## src/rtl/mem_line_reader.sv

```systemverilog
// mem_line_reader
//   Reads a run of 32-byte lines from main memory and streams them out one
//   byte per handshake, tagging each byte with its own byte address.
//
// Ports
//   clk, rst_n        : clock, asynchronous active-low reset
//   start             : one-cycle request, accepted only in IDLE
//   start_addr        : first line byte address (offset bits ignored)
//   num_lines         : number of lines to read (0 completes immediately)
//   busy              : high while requesting or sending
//   done              : one-cycle completion pulse
//   mem_rd_req/addr   : line read request and line-aligned address
//   mem_rd_ack/data   : memory returns the full line on ack
//   out_valid/data/addr/out_ready : byte stream with its byte address
//   fsm_state         : debug view of the controller state
//
// Handshake rules: a memory request is held with a stable address until
// mem_rd_ack is seen in REQ; ack at any other time is ignored. An output byte
// transfers on a cycle where out_valid and out_ready are both high; while
// out_ready is low, out_data and out_addr hold their values.
module mem_line_reader #(
    parameter int ADDR_W     = 15,
    parameter int LINE_BYTES = 32,
    parameter int CNT_W      = 10
) (
    input  logic                    clk,
    input  logic                    rst_n,
    input  logic                    start,
    input  logic [ADDR_W-1:0]       start_addr,
    input  logic [CNT_W-1:0]        num_lines,
    output logic                    busy,
    output logic                    done,
    output logic                    mem_rd_req,
    output logic [ADDR_W-1:0]       mem_rd_addr,
    input  logic                    mem_rd_ack,
    input  logic [8*LINE_BYTES-1:0] mem_rd_data,
    output logic                    out_valid,
    output logic [7:0]              out_data,
    output logic [ADDR_W-1:0]       out_addr,
    input  logic                    out_ready,
    output logic [1:0]              fsm_state
);

    localparam int OFF_W = $clog2(LINE_BYTES);

    localparam logic [1:0] S_IDLE = 2'd0;
    localparam logic [1:0] S_REQ  = 2'd1;
    localparam logic [1:0] S_SEND = 2'd2;
    localparam logic [1:0] S_FIN  = 2'd3;

    logic [1:0]              state;
    logic [ADDR_W-1:0]       line_addr;
    logic [CNT_W-1:0]        lines_left;
    logic [OFF_W-1:0]        idx;
    logic [8*LINE_BYTES-1:0] line_buf;
    logic                    last_byte;

    assign last_byte = (idx == OFF_W'(LINE_BYTES - 1));

    always_ff @(posedge clk or negedge rst_n) begin
        if (!rst_n) begin
            state      <= S_IDLE;
            line_addr  <= '0;
            lines_left <= '0;
            idx        <= '0;
            line_buf   <= '0;
        end else begin
            case (state)
                S_IDLE: begin
                    if (start) begin
                        // Offset bits are dropped so every request is line aligned.
                        line_addr  <= start_addr & ~ADDR_W'(LINE_BYTES - 1);
                        lines_left <= num_lines;
                        state      <= (num_lines != '0) ? S_REQ : S_FIN;
                    end
                end
                S_REQ: begin
                    if (mem_rd_ack) begin
                        line_buf <= mem_rd_data;
                        idx      <= '0;
                        state    <= S_SEND;
                    end
                end
                S_SEND: begin
                    if (out_ready) begin
                        idx <= idx + OFF_W'(1);
                        if (last_byte) begin
                            lines_left <= lines_left - CNT_W'(1);
                            // Natural overflow gives the wrap at the top of memory.
                            line_addr  <= line_addr + ADDR_W'(LINE_BYTES);
                            state      <= (lines_left != CNT_W'(1)) ? S_REQ : S_FIN;
                        end
                    end
                end
                S_FIN: begin
                    state <= S_IDLE;
                end
                default: begin
                    state <= S_IDLE;
                end
            endcase
        end
    end

    assign fsm_state   = state;
    assign busy        = (state == S_REQ) || (state == S_SEND);
    assign done        = (state == S_FIN);
    assign mem_rd_req  = (state == S_REQ);
    assign mem_rd_addr = (state == S_REQ) ? line_addr : '0;
    assign out_valid   = (state == S_SEND);
    assign out_data    = (state == S_SEND) ? line_buf[{idx, 3'b000} +: 8] : 8'h00;
    assign out_addr    = (state == S_SEND) ? (line_addr + ADDR_W'(idx)) : '0;

endmodule

```

## config.mk

```make
export PLATFORM = sky130hd
export DESIGN_NAME = mem_line_reader
export DESIGN_NICKNAME = d
export VERILOG_FILES = /design/src/rtl/mem_line_reader.sv
export SDC_FILE = /design/constraint.sdc
export NUM_CORES = 1
export LEC_CHECK = 0
export ABC_CLOCK_PERIOD_IN_PS = 4700
export CORE_UTILIZATION = 47
export DETAILED_ROUTE_END_ITERATION = 6
export PLACE_DENSITY = 0.83
export SYNTH_ARGS = -nofsm -noshare
export SYNTH_HDL_FRONTEND = slang
export SYNTH_SLANG_ARGS = --single-unit
```

## constraint.sdc

```tcl
create_clock -name clk -period 4.7 [get_ports clk]
set_clock_uncertainty 0.1 [all_clocks]
set_input_delay 0.94 -clock clk [delete_from_list [all_inputs] [get_ports clk]]
set_output_delay 0.94 -clock clk [all_outputs]
set_load 0.005 [all_outputs]
```

==> summary.log, run 1 <==
qor: cells_and_area.drive_above_1_share 30.1%
qor: setup_path.critical_path.endpoint_type primary output
qor: global_routing.overflow 0
qor: sta.final_hold_slack 0.317 ns
qor: synth.yosys_warnings 0
qor: sta.fin_setup_tns 0 ns
qor: synth.synth.cell_area 13500 µm²
qor: clock_tree.clock_tree_from_tritoncts yes
qor: power_and_ir_drop.total_leakage_power 7.35 nW
qor: cells_and_area.final_design_area_no_fill 18000 µm²
qor: synth.synth.yosys.seq_area_share 52.5%
qor: cells_and_area.finalCoreUtilization 64.3%
qor: route.viasPerCell 5.50
qor: global_routing.global_route.usage.total 24.2%
qor: cells_and_area.area_growth_syn_to_layout 33.7%
qor: setup_path.start_kind flop
qor: placed_design.total_instance_count_after_detailed_placement 1605
qor: sta.finalWorstPathRequiredPeriod 4.41 ns
qor: route.residual_drc_count 0
qor: setup_path.critical_path_peak_fanout 19
qor: synth.count_of_cell_types_in_the_netlist 49
qor: sta.slew_violations 0
qor: cells_and_area.num-nets-final 1554
qor: power_and_ir_drop.power.combinational.fraction 39.9%
qor: synth.async_reset_ff_share 100%
qor: placed_design.post-dp-hpwl 25300 µm
qor: setup_path.r2r_cells 8
qor: clock_tree.postCtsSetupRepairBufs 0
qor: setup_path.reg2reg_setup_slack 1.40 ns
qor: placed_design.post-place-ws 0.793 ns
qor: sta.tightest_slew 0.771 ns
qor: synth.ys_dominant_reg_cell dfrtp_1
qor: sta.worst_slack 0.293 ns
qor: power_and_ir_drop.p_per_area 638 nW/µm²
qor: synth.share_of_the_synthesized_area_in_the_top_cell_type 52.5%
qor: power_and_ir_drop.peakVddDrop 0.372 mV
qor: global_routing.grt_pass1_wl 54100 µm
qor: setup_path.cp_top_family compound AO/OA/AOI/OAI gates
qor: sta.unrepaired_setup_endpoints_after_global_routing false
qor: power_and_ir_drop.switching_power 3.64 mW
qor: global_routing.via_count_of_the_first_global_routing_pass 9616
qor: power_and_ir_drop.final_total_pwr 11.5 mW
qor: sta.hold_viol 0
qor: synth.most_used_standard_cell_by_instance_count_after_synthesis dfrtp_1
qor: job.maxCapViolations 0
qor: sta.timing.max_slew.rel_slack 48.1%
qor: synth.syn_avg_cell_area 14.1 µm²
qor: setup_path.path_buf_inv 2
qor: synth.synth.ff_latch_count 283
qor: power_and_ir_drop.clkPwrFrac 21.1%
qor: sta.final-setup-viol-count 0
qor: global_routing.grt_max_degree 99
qor: route.dr.pass1.iters 5
qor: power_and_ir_drop.switching_share 31.7%
qor: setup_path.slowest_delay 0.68 ns
qor: floorplanning.horizontal_die_dimension 171 µm
qor: sta.fmax 0.227 GHz
qor: clock_tree.clock_latency 0.55 ns
qor: placed_design.numPortBuffers 319
qor: floorplanning.num_io_pins 330
qor: clock_tree.clock-sinks 283
qor: route.detailedRoute.firstIterationViolations 541
qor: global_routing.grt_antenna_before_repair 5
qor: sta.fin_crit_sh 93.8%
qor: clock_tree.cts_resized 0
qor: setup_path.launching_point_of_the_worst_reg2reg_path idx[0]
qor: cells_and_area.non_filler_instance_count_after_layout 1659
qor: setup_path.path_cells buf_4, mux4_2, a22o_1, a221oi_1, o22ai_1, clkdlybuf4s50_1
qor: route.wl_per_cell 21.0 µm
qor: placed_design.place_congestion 0.872
qor: synth.synth_enable_flop_cells 0
qor: floorplanning.design.die.area 29400 µm²
qor: power_and_ir_drop.pwr-share-seq 39.0%
qor: route.wl 34800 µm
qor: route.final_antenna_net_count 0
qor: setup_path.critical_setup_path_class flop to primary output
qor: hold_path.hold_class primary input to asynchronous set/reset pin
qor: synth.yosys-top-cells-area dfrtp_1 (53%), mux2_2 (21%), mux4_2 (7.7%), mux2i_1 (2.6%), a22o_1 (1.3%)
qor: floorplanning.floorplan.die.height 171 µm
qor: synth.synth_common_cells dfrtp_1 (283), mux2_2 (257), mux4_2 (46)
qor: power_and_ir_drop.intPower 7.86 mW
qor: floorplanning.starting_density 48.1%
qor: clock_tree.number_of_buffers_inserted_during_clock_tree_synthesis 30
qor: synth.number_of_standard_cells_after_synthesis 959
qor: setup_path.timing.rr.end line_addr[8]
qor: clock_tree.clk_transition_reported_paths 0.06 ns
qor: run_status.outcome finished, final reports clean
qor: floorplanning.rows 61
qor: setup_path.cp_data_required_time 3.66 ns
qor: clock_tree.cts_max_level 1
qor: placed_design.placed_area 17000 µm²
qor: clock_tree.clk_path_buf_depth 3
qor: clock_tree.ctsHoldBuffers 0
qor: setup_path.cp.arrival 3.37 ns
qor: floorplanning.coreArea 28000 µm²
qor: clock_tree.root_buffer clkbuf_16
qor: synth.yosysTopAreaCell dfrtp_1
qor: route.dr_total_vias 9129
qor: setup_path.slowest_stage dfrtp_4
## flip-flops by register name (all words and copies together) (netlist names)
| register | cells |
|---|---|
| idx | 5 |
| lines_left | 10 |
| line_addr | 10 |
| fsm_state | 2 |
| line_buf | 256 |
## cells by family (layout without fill, tap and decap cells)
kind of cell / count (synthesis) / count (layout) / share of synthesized area, %
buffers and inverters: 92 / 408 / 3.51
adders and majority gates: 9 / 9 / 0.835
and+or+nand+nor: 102 / 102 / 4.03
other: 1 / 7 / 0.0278
AOI/OAI and AO/OA: 132 / 132 / 6.94
muxes: 340 / 340 / 32.1
DFF: 283 / 283 / 52.5
## how the worst max path moves through the flow
stage | from | slack [ns] | end | cells after the start
6_report | idx[0] | 0.29 | out_data[5] | 6
2_1_floorplan | fsm_state[0] | 1.90 | out_data[6] | 6
5_1_grt | idx[0] | 0.11 | out_data[3] | 7
3_5_place_dp | idx[0] | 0.79 | out_data[0] | 6
4_1_cts | idx[0] | 0.19 | out_data[2] | 5
3_3_place_gp | idx[0] | 0.79 | out_data[0] | 6
## cell usage in the layout, fill, tap and decap left out, types with 3 or more instances in the layout
cell / Yosys / final
buf_4: 8 / 13
buf_12: 2 / 6
a21oi_1: 13 / 13
clkbuf_1: 33 / 4
a22o_1: 20 / 20
o22ai_1: 17 / 17
nor2b_1: 7 / 6
and2_1: 25 / 25
nand2_1: 18 / 17
a31oi_1: 15 / 15
clkdlybuf4s50_1: 0 / 318
clkbuf_8: 0 / 5
nor4_1: 5 / 5
mux2_2: 257 / 257
mux2i_1: 35 / 35
nor3_1: 6 / 5
inv_1: 18 / 18
a21o_1: 3 / 3
a22oi_1: 18 / 18
mux4_2: 46 / 46
dfrtp_1: 283 / 281
nor2_1: 12 / 12
o32ai_1: 4 / 4
o21ai_0: 19 / 19
nand3_1: 17 / 17
clkinv_2: 0 / 7
conb_1: 1 / 5
ha_1: 9 / 8
clkbuf_16: 0 / 30
a221oi_1: 6 / 6
or2_2: 3 / 3
bufinv_16: 0 / 4
o21a_1: 3 / 3
## final cells by class
cell class / instances / area, µm²
Antenna cell: 2 / 5.00
Clock buffer: 39 / 835
Clock inverter: 13 / 179
Fill cell: 2080 / 9990
Inverter: 18 / 67.6
Multi-Input combinational cell: 588 / 5960
Sequential cell: 283 / 7090
Tap cell: 378 / 473
Timing Repair Buffer: 338 / 3420
## layer usage
metal	wire, µm	vias to the layer above	track usage, %
li1	-	4180	-
met1	13700	4562	30.0
met2	17100	327	41.2
met3	3300	54	7.75
met4	674	6	5.24
met5	38	-	0
## power by group through the flow
stage               Sequential [mW]  Clock (mW)  Combinational (mW)
floorplan                      4.16           0                3.41
finish                         4.49        2.42                4.59
CTS                            4.49        2.48                4.63
detailed placement             4.51           0                4.61
global placement               4.43           0                4.46
global route                   4.65        2.58                4.98
## worst register-to-register path, cell delays in order (launching register included)
cell and delay [ns]:
dfrtp_4 0.64, buf_12 0.28, ha_1 0.32, and3_1 0.20
ha_1 0.17, a21boi_0 0.61, or3_1 0.51, o21ai_0 0.18
a21o_1 0.20
No activity file was read; power rests on OpenSTA's default activity.
==> run 2, diff against run 1 <==
- TNS_END_PERCENT: default -> 100
==> results of run 2 <==
No change in the layout: final DEF, timing and power equal those of run 1.
==> run 3, diff against run 2 <==
- ABC_CLOCK_PERIOD_IN_PS: 4700 -> 5600
- clock period: 4.7 -> 5.6 ns (I/O delays scaled with it)
==> summary.log, run 3 (synthesis results as in run 1) <==
qor: run_status.outcome finished, final reports clean [unchanged]
qor: floorplanning.starting_density 48.1% [unchanged]
qor: sta.timing.max_slew.rel_slack 35.2% [was 48.1%]
qor: global_routing.overflow 0 [unchanged]
qor: route.detailedRoute.firstIterationViolations 683 [was 541]
qor: sta.final-setup-viol-count 0 [unchanged]
qor: sta.unrepaired_setup_endpoints_after_global_routing false [unchanged]
qor: setup_path.cp.arrival 3.57 ns [was 3.37 ns]
qor: power_and_ir_drop.clkPwrFrac 20.2% [was 21.1%]
qor: placed_design.placed_area 16900 µm² [was 17000 µm²]
qor: setup_path.cp-startpoint idx[0] [unchanged]
qor: setup_path.critical_path_peak_fanout 33 [was 19]
qor: power_and_ir_drop.p_per_area 533 nW/µm² [was 638 nW/µm²]
qor: global_routing.via_count_of_the_first_global_routing_pass 9664 [was 9616]
qor: floorplanning.horizontal_die_dimension 171 µm [unchanged]
qor: route.dr.pass1.iters 5 [unchanged]
qor: cells_and_area.largest_reg_flops 256 [unchanged]
qor: cells_and_area.fillCellCount 2090 [was 2080]
qor: sta.tightest_slew 0.971 ns [was 0.771 ns]
qor: clock_tree.ctsHoldBuffers 0 [unchanged]
qor: placed_design.post-dp-hpwl 25300 µm [about the same]
qor: floorplanning.num_io_pins 330 [unchanged]
qor: clock_tree.clk_transition_reported_paths 0.06 ns [about the same]
qor: cells_and_area.finalCoreUtilization 63.9% [was 64.3%]
qor: setup_path.cp_data_required_time 4.38 ns [was 3.66 ns]
qor: sta.fin_crit_sh 85.5%
qor: sta.worst_slack 0.813 ns [was 0.293 ns]
qor: power_and_ir_drop.pwr-share-seq 39.4% [was 39.0%]
qor: setup_path.path_cells buf_12, buf_4, mux2i_1, a22oi_1, a31oi_1, o22ai_1, clkdlybuf4s50_1 [was buf_4, mux4_2, a22o_1, a221oi_1, o22ai_1, clkdlybuf4s50_1]
qor: cells_and_area.area_growth_syn_to_layout 32.7% [was 33.7%]
qor: clock_tree.postCtsSetupRepairBufs 0 [unchanged]
qor: global_routing.grt_pass1_wl 53900 µm [was 54100 µm]
qor: setup_path.critical_setup_path_class flop to primary output [unchanged]
qor: floorplanning.coreArea 28000 µm² [unchanged]
qor: route.dr_total_vias 9245 [was 9129]
qor: cells_and_area.layout_common_cells clkdlybuf4s50_1 (318), dfrtp_1 (281), mux2_2 (257) [unchanged]
qor: clock_tree.clk_path_buf_depth 3 [unchanged]
qor: clock_tree.number_of_buffers_inserted_during_clock_tree_synthesis 30 [unchanged]
qor: placed_design.place_congestion 0.869 [was 0.872]
qor: setup_path.slowest_stage dfrtp_4 [unchanged]
qor: placed_design.numPortBuffers 319 [unchanged]
qor: hold_path.hold_class flop to flop [was primary input to asynchronous set/reset pin]
qor: setup_path.launching_point_of_the_worst_reg2reg_path idx[1] [was idx[0]]
qor: setup_path.slowest_delay 0.74 ns [was 0.68 ns]
qor: power_and_ir_drop.total_leakage_power 7.28 nW [was 7.35 nW]
qor: route.viasPerCell 5.59 [was 5.50]
qor: placed_design.post-place-ws 1.37 ns [was 0.793 ns]
qor: clock_tree.clock-sinks 283 [unchanged]
qor: global_routing.global_route.usage.total 24.1% [was 24.2%]
qor: route.wl_per_cell 21.3 µm [was 21.0 µm]
qor: floorplanning.design.die.area 29400 µm² [unchanged]
qor: setup_path.critical_path.endpoint_type primary output [unchanged]
qor: clock_tree.clock_tree_from_tritoncts yes [unchanged]
qor: route.residual_drc_count 0 [unchanged]
qor: clock_tree.cts_resized 0 [unchanged]
qor: floorplanning.rows 61 [unchanged]
qor: global_routing.grt_max_degree 145 [was 99]
qor: route.wl 35200 µm [was 34800 µm]
qor: clock_tree.clock_latency 0.55 ns [about the same]
qor: sta.fmax 0.209 GHz
qor: power_and_ir_drop.peakVddDrop 0.285 mV [was 0.372 mV]
qor: placed_design.total_instance_count_after_detailed_placement 1600 [was 1605]
qor: cells_and_area.non_filler_instance_count_after_layout 1655 [was 1659]
qor: cells_and_area.diodes 0 [was 2]
qor: cells_and_area.drive_above_1_share 29.5% [was 30.1%]
qor: route.final_antenna_net_count 0 [unchanged]
qor: cells_and_area.layout.cells.most_common clkdlybuf4s50_1 [unchanged]
qor: clock_tree.root_buffer clkbuf_16 [unchanged]
qor: power_and_ir_drop.final_total_pwr 9.54 mW [was 11.5 mW]
qor: cells_and_area.largest-register line_buf [unchanged]
qor: job.maxCapViolations 0 [unchanged]
qor: clock_tree.cts_max_level 1 [unchanged]
qor: sta.final_hold_slack 0.384 ns [was 0.317 ns]
qor: global_routing.grt_antenna_before_repair 1 [was 5]
qor: cells_and_area.final_design_area_no_fill 17900 µm² [was 18000 µm²]
qor: sta.slew_violations 0 [unchanged]
qor: setup_path.start_kind flop [unchanged]
qor: cells_and_area.reg.largest.list line_buf: 256 flops, line_addr: 10 flops, lines_left: 10 flops [unchanged]
qor: sta.hold_viol 0 [unchanged]
qor: power_and_ir_drop.power.combinational.fraction 40.5% [was 39.9%]
qor: cells_and_area.num-nets-final 1549 [was 1554]
qor: power_and_ir_drop.intPower 6.46 mW [was 7.86 mW]
qor: power_and_ir_drop.switching_share 32.3% [was 31.7%]
qor: sta.finalWorstPathRequiredPeriod 4.79 ns
qor: floorplanning.floorplan.die.height 171 µm [unchanged]
qor: hold_path.timing.hold.worst.start line_addr[14]
qor: sta.fin_setup_tns 0 ns [unchanged]
qor: power_and_ir_drop.switching_power 3.08 mW [was 3.64 mW]
-- run 3: changes by cell type in the layout (fill, tap and decap cells not counted) --
cell / before / now
buf_4: 13 / 10
buf_12: 6 / 4
diode_2: 2 / 0
bufinv_16: 4 / 1
clkinv_8: 1 / 2
clkbuf_1: 4 / 10
clkinvlp_4: 1 / 0
-- run 3: layer usage --
metal / vias up / part of all wire (%) / track usage, %
met3: 61 / 9.5 / 8.12
li1: 4183 / - / -
met2: 349 / 49 / 40.2
met1: 4652 / 39 / 29.6
met4: 0 / 3.0 / 7.49
met5: - / 0 / 0
-- run 3: worst max-delay path, delay by kind of cell (launching register included) --
kind	cells	cell delay (ns)
DFF	1	0.74
buffers and inverters	3	1.42
muxes	1	0.17
AOI/OAI and AO/OA	3	0.64
-- run 3: final cells by class --
| cell class | count | area (µm²) | share of cell area, % |
|---|---|---|---|
| sequential | 283 | 7090 | 39.6 |
| multi-input combinational | 588 | 5960 | 33.3 |
| timing repair buffer | 333 | 3350 | 18.7 |
| clock buffer | 45 | 857 | 4.79 |
| tap | 378 | 473 | 2.64 |
| clock inverter | 10 | 97.6 | 0.545 |
| inverter | 18 | 67.6 | 0.378 |
-- run 3: power by group through the flow --
stage               clock [mW]  sequential, mW  combinational, mW
global placement             0            3.71               3.75
finish                    1.93            3.75               3.86
global route              2.04            3.89               4.18
floorplan                    0            3.49               2.86
CTS                       1.96            3.75               3.89
detailed placement           0            3.78               3.87
-- run 3: path summary, 6_finish.rpt --
check                      cells after the start       endpoint  slack [ns]
max                                            7    out_data[0]        0.81
min in group asynchronous                      1  line_buf[252]        0.54
min reg2reg                                    1  line_addr[14]        0.38
max in group asynchronous                      2   line_buf[50]        3.76
min                                            1  line_addr[14]        0.38
max reg2reg                                    8   line_addr[8]        2.21
